**src/rtl/bus_arbiter_if.sv**
```systemverilog
// ============================================================================
// Module      : bus_arbiter_if
// Description : Request/grant bundle between the four bus masters and the arbiter.
// Revision    : 1.0  initial release
// ============================================================================
`default_nettype none

interface bus_arbiter_if;
   logic       m0_req;
   logic       m1_req;
   logic       m2_req;
   logic       m3_req;
   logic       m0_grnt;
   logic       m1_grnt;
   logic       m2_grnt;
   logic       m3_grnt;
   logic [1:0] owner;
   logic       grnt_chg;

   modport master (
      output m0_req, m1_req, m2_req, m3_req,
      input  m0_grnt, m1_grnt, m2_grnt, m3_grnt, owner, grnt_chg
   );

   modport slave (
      input  m0_req, m1_req, m2_req, m3_req,
      output m0_grnt, m1_grnt, m2_grnt, m3_grnt, owner, grnt_chg
   );
endinterface

`default_nettype wire

```
**src/rtl/bus_arbiter.sv**
```systemverilog
// ============================================================================
// Module      : bus_arbiter
// Description : Sticky round-robin arbiter for four bus masters, one-hot grants.
//               Optional hold timeout enabled by defining BUS_ARB_TIMEOUT_EN.
// Revision    : 1.0  initial release
// ============================================================================
`default_nettype none

module bus_arbiter #(
   parameter int MAX_HOLD = 16
) (
   input  wire           clk,
   input  wire           rst_n,
   bus_arbiter_if.slave  bus
);

   logic [1:0] r_owner;
   logic [3:0] r_grnt;
   logic       r_grnt_chg;

   logic [3:0] w_req;
   logic       w_owner_req;
   logic       w_force;
   logic       w_rr_found;
   logic [1:0] w_rr_pick;
   logic [1:0] w_next;

   if (MAX_HOLD < 2 || MAX_HOLD > 255) begin : g_max_hold_chk
      $error("bus_arbiter: MAX_HOLD must be within 2..255");
   end

   assign w_req       = {bus.m3_req, bus.m2_req, bus.m1_req, bus.m0_req};
   assign w_owner_req = w_req[r_owner];

`ifdef BUS_ARB_TIMEOUT_EN
   localparam logic [7:0] C_HOLD_LAST = 8'(MAX_HOLD - 1);

   logic [7:0] r_hold_cnt;
   logic [3:0] w_others;
   logic       w_contend;

   always_comb begin
      w_others          = w_req;
      w_others[r_owner] = 1'b0;
   end

   assign w_contend = w_owner_req && (|w_others);
   assign w_force   = w_contend && (r_hold_cnt == C_HOLD_LAST);

   // Counts only while the owner is actually blocking someone else.
   always_ff @(posedge clk or negedge rst_n) begin
      if (!rst_n) begin
         r_hold_cnt <= 8'd0;
      end else if (w_next != r_owner || !w_contend) begin
         r_hold_cnt <= 8'd0;
      end else begin
         r_hold_cnt <= r_hold_cnt + 8'd1;
      end
   end
`else
   assign w_force = 1'b0;
`endif

   // Walk from the farthest candidate to the nearest so the nearest wins.
   always_comb begin
      w_rr_found = 1'b0;
      w_rr_pick  = r_owner;
      for (int i = 3; i >= 1; i--) begin
         if (w_req[2'(r_owner + 2'(i))]) begin
            w_rr_found = 1'b1;
            w_rr_pick  = 2'(r_owner + 2'(i));
         end
      end
   end

   always_comb begin
      w_next = r_owner;
      if (!(w_owner_req && !w_force) && w_rr_found) begin
         w_next = w_rr_pick;
      end
   end

   always_ff @(posedge clk or negedge rst_n) begin
      if (!rst_n) begin
         r_owner    <= 2'd0;
         r_grnt     <= 4'b0001;
         r_grnt_chg <= 1'b0;
      end else begin
         r_owner    <= w_next;
         r_grnt     <= 4'b0001 << w_next;
         r_grnt_chg <= (w_next != r_owner);
      end
   end

   assign bus.m0_grnt  = r_grnt[0];
   assign bus.m1_grnt  = r_grnt[1];
   assign bus.m2_grnt  = r_grnt[2];
   assign bus.m3_grnt  = r_grnt[3];
   assign bus.owner    = r_owner;
   assign bus.grnt_chg = r_grnt_chg;

endmodule

`default_nettype wire
```
**src/flat_wrapper.sv**
```systemverilog
// flat-port wrapper written by rule: the top's interface ports become plain ports
module bus_arbiter_flat 
#(
   parameter int MAX_HOLD = 16
)
  (clk, rst_n, bus_m0_req, bus_m1_req, bus_m2_req, bus_m3_req, bus_m0_grnt, bus_m1_grnt, bus_m2_grnt, bus_m3_grnt, bus_owner, bus_grnt_chg);
  bus_arbiter_if bus_i ();
  input  wire clk;
  input  wire rst_n;
  input wire logic [$bits(bus_i.m0_req)-1:0] bus_m0_req;
  input wire logic [$bits(bus_i.m1_req)-1:0] bus_m1_req;
  input wire logic [$bits(bus_i.m2_req)-1:0] bus_m2_req;
  input wire logic [$bits(bus_i.m3_req)-1:0] bus_m3_req;
  output wire logic [$bits(bus_i.m0_grnt)-1:0] bus_m0_grnt;
  output wire logic [$bits(bus_i.m1_grnt)-1:0] bus_m1_grnt;
  output wire logic [$bits(bus_i.m2_grnt)-1:0] bus_m2_grnt;
  output wire logic [$bits(bus_i.m3_grnt)-1:0] bus_m3_grnt;
  output wire logic [$bits(bus_i.owner)-1:0] bus_owner;
  output wire logic [$bits(bus_i.grnt_chg)-1:0] bus_grnt_chg;
  assign bus_i.m0_req = bus_m0_req;
  assign bus_i.m1_req = bus_m1_req;
  assign bus_i.m2_req = bus_m2_req;
  assign bus_i.m3_req = bus_m3_req;
  assign bus_m0_grnt = bus_i.m0_grnt;
  assign bus_m1_grnt = bus_i.m1_grnt;
  assign bus_m2_grnt = bus_i.m2_grnt;
  assign bus_m3_grnt = bus_i.m3_grnt;
  assign bus_owner = bus_i.owner;
  assign bus_grnt_chg = bus_i.grnt_chg;
  bus_arbiter #(.MAX_HOLD(MAX_HOLD)) u_core (.clk(clk), .rst_n(rst_n), .bus(bus_i));
endmodule
```
**config.mk**
```make
export PLATFORM = sky130hd
export DESIGN_NAME = bus_arbiter_flat
export DESIGN_NICKNAME = d
export VERILOG_FILES = /design/src/rtl/bus_arbiter_if.sv /design/src/rtl/bus_arbiter.sv /design/src/flat_wrapper.sv
export SDC_FILE = /design/constraint.sdc
export NUM_CORES = 1
export LEC_CHECK = 0
export ABC_AREA = 1
export CAP_MARGIN = 20
export CORE_AREA = 2 2 39 41
export CTS_CLUSTER_SIZE = 30
export DETAILED_ROUTE_END_ITERATION = 8
export DIE_AREA = 0 0 41 43
export GPL_ROUTABILITY_DRIVEN = 1
export PLACE_DENSITY = 0.68
export SYNTH_ARGS = -nofsm -noshare
export SYNTH_HDL_FRONTEND = slang
export SYNTH_SLANG_ARGS = --single-unit
```
**constraint.sdc**
```tcl
create_clock -name clk -period 2.5 [get_ports clk]
set_clock_uncertainty 0.1 [all_clocks]
set_input_delay 0.5 -clock clk [delete_from_list [all_inputs] [get_ports clk]]
set_output_delay 0.5 -clock clk [all_outputs]
set_load 0.005 [all_outputs]
```
==> summary.md <==
| Metric | Value |
|---|---|
| Status | finished clean |
| Worst-margin pin slew | 0.422 ns |
| Hold Vio Cnt, Final | 0 |
| CTS clock-pin slew for the worst setup and hold paths | 0.05 ns |
| Crit path max fanout | 10 |
| CTS resizes | 0 |
| Area Overhead vs Synth | 28.4% |
| Setup_tns | 0 ns |
| Post-CTS setup buffers | 0 |
| H-Tree Depth | 1 |
| Net Switching | 0.506 mW |
| Final core utilization | 50.6% |
| Port bufs | 12 |
| Req. time, crit path | 1.90 ns |
| CTS Hold Bufs | 0 |
| Grt ovf | 0 |
| Top post-synthesis cells by area | dfrtp_1 (28%), nand2_1 (17%), nand2_2 (10%) |
| 1st-iter DRT viols | 3 |
| Hold Path Class | input port to asynchronous set/reset pin |
| Seq/Total Area, Yosys | 32.3% |
| CP endpoint kind | output pin |
| Final hold slack | 0.408 ns |
| Yosys warning total | 0 |
| IO Count | 13 |
| Worst slew margin | 71.8% |
| Num CTS Buffers | 3 |
| Period utilization | 80.8% |
| Buf/Inv on CP | 1 |
| Synth area leader | dfrtp_1 |
| Detailed-route wire length | 948 um |
| Int Pwr | 0.534 mW |
| Starting density of the core | 39.4% |
| Via count | 495 |
| Largest net degree at the start of global routing | 11 |
| Max-slew violations | 0 |
| Detailed placement HPWL | 839 um |
| Synthesized flop and latch total | 7 |
| Max IR drop VDD | 609 uV |
| Leakage power | 0.368 nW |
| Chip height | 43 um |
| First drt pass iteration count | 4 |
| CP max stage cell | dfrtp_1 |
| Nets | 99 |
| First-pass GRT wire length | 1590 um |
| Max Fclk | 0.495 GHz |
| # setup viols final | 0 |
| Kind of critical path | register to output pin |
| Antenna viol nets, final | 0 |
| Core area | 1380 sq um |
| Clock sink total | 7 |
| Synth Cell Area | 546 sq um |
| Die footprint | 1760 sq um |
| Crit path largest cell delay | 0.59 ns |
| Root Driver | clkbuf_4 |
| RSZ-0062 raised after global routing | false |
| Switching share of total power | 48.7% |
| DRC violations left | 0 |
| Number of distinct library cells after synthesis | 17 |
| Vias in the first global route | 420 |
| Vias per cell | 4.58 |
| Power Density | 1480 nW/um^2 |
| Final min period | 2.02 ns |
| Rows | 14 |
| Max Cap Viol | 0 |
| Diode count | 0 |
| Logic pwr share | 68.0% |
| Clk Latency, worst-skew pair | 0.24 ns |
| Sequential share of power | 22.4% |
| Total track usage | 13.5% |
| Critical path, cell by cell | clkdlybuf4s50_1 |
| Die W | 41 um |
| Clk buf depth | 2 |
| CTS tree | yes |
| Initial antenna violation count | 0 |
| Data arrival, critical path | 1.42 ns |
| Reg2Reg Setup Slack | 0.86 ns |
| Layout cells sized above 1 | 30.4% |
| Syn_area_per_cell | 7.08 sq um |
| Avg WL per Cell | 8.78 um |
| Startpoint types | register |
| Critical path's top delay family | flip-flops |
| Global placement routability congestion | 0.885 |
| Syn Nets | 83 |
| Synth Instances | 77 |
| Clock share of power | 9.5% |
| Post-synth top area share | 27.5% |
## power groups by stage
stage	logic [mW]	clock network [mW]	registers, mW
final	0.707	0.0991	0.233
after global placement	0.712	0	0.235
after CTS	0.719	0.105	0.236
after floorplan	0.560	0	0.214
after global routing	0.800	0.112	0.243
after detailed placement	0.720	0	0.237
## logic make-up (layout without fill, tap and decap cells)
family | count (synthesis) | after routing | share of synthesized area [%]
AND/OR/NAND/NOR | 55 | 55 | 53.4
buffers and inverters | 13 | 28 | 11.7
flip-flops | 7 | 7 | 32.3
AO/OA/AOI/OAI | 2 | 2 | 2.52
## through the flow
| step | instances | total power, mW | worst slack (ns) | cell area (sq um) |
|---|---|---|---|---|
| after CTS | 108 | 1.06 | 0.455 | 701 |
| after floorplan | 77 | 0.775 | 1.08 | 546 |
| after detailed placement | 104 | 0.956 | 0.455 | 674 |
| final | 108 | 1.04 | 0.480 | 701 |
| after global routing | 108 | 1.16 | 0.416 | 701 |
| after global placement | 104 | 0.947 | 0.489 | 674 |
## cells in the mapped netlist
| cell type | n |
|---|---|
| nand2_1 | 24 |
| nand2_2 | 9 |
| inv_1 | 7 |
| nand3_1 | 7 |
| dfrtp_1 | 6 |
| nor2_1 | 6 |
| inv_2 | 4 |
| nor2_2 | 4 |
| nand3_2 | 2 |
| buf_6 | 1 |
| dfstp_2 | 1 |
| inv_8 | 1 |
| nand2_4 | 1 |
| nor2_4 | 1 |
| nor2_8 | 1 |
| o21ai_1 | 1 |
| o21ai_2 | 1 |
## routing by layer
| metal | GRT usage (%) | wire, um | up-vias |
|---|---|---|---|
| met1 | 13.3 | 355 | 213 |
| met3 | 1.57 | 50 | 2 |
| met5 | 0 | 0 | - |
| met4 | 11.3 | 24 | 0 |
| met2 | 22.8 | 518 | 16 |
| li1 | - | - | 264 |
## layout make-up
cell class,instances,area (sq um)
multi-input cells,57,305
repair buffers,12,120
well taps,16,20.0
clock buffers,4,26.3
inverters,12,52.6
fillers,145,683
flip-flops and latches,7,176
## state kept, by name (all words and copies together), names as in the netlist
signal and count:
u_core.bus.grnt_chg 1, u_core.r_grnt 4, u_core.bus.owner 2
## final timing paths
kind                                     start  cells past startpoint                   to
min in group clk           u_core.bus.owner[1]                      2  u_core.bus.owner[1]
max in group asynchronous                rst_n                      1     u_core.r_grnt[0]
hold / removal                           rst_n                      1     u_core.r_grnt[1]
setup reg to reg           u_core.bus.owner[0]                     11     u_core.r_grnt[2]
setup / recovery           u_core.bus.owner[0]                      1         bus_owner[0]
hold reg to reg            u_core.bus.owner[1]                      2  u_core.bus.owner[1]
## placed cells by master (no fill, tap or decap), types with 2 or more instances in the layout
| master | Yosys | routed |
|---|---|---|
| nor2_1 | 6 | 6 |
| clkbuf_4 | 0 | 3 |
| nand2_1 | 24 | 24 |
| clkdlybuf4s50_1 | 0 | 12 |
| nor2_2 | 4 | 4 |
| inv_2 | 4 | 4 |
| nand2_2 | 9 | 9 |
| nand3_2 | 2 | 2 |
| nand3_1 | 7 | 7 |
| inv_1 | 7 | 7 |
| dfrtp_1 | 6 | 6 |
No activity file was read; power rests on OpenSTA's default activity.
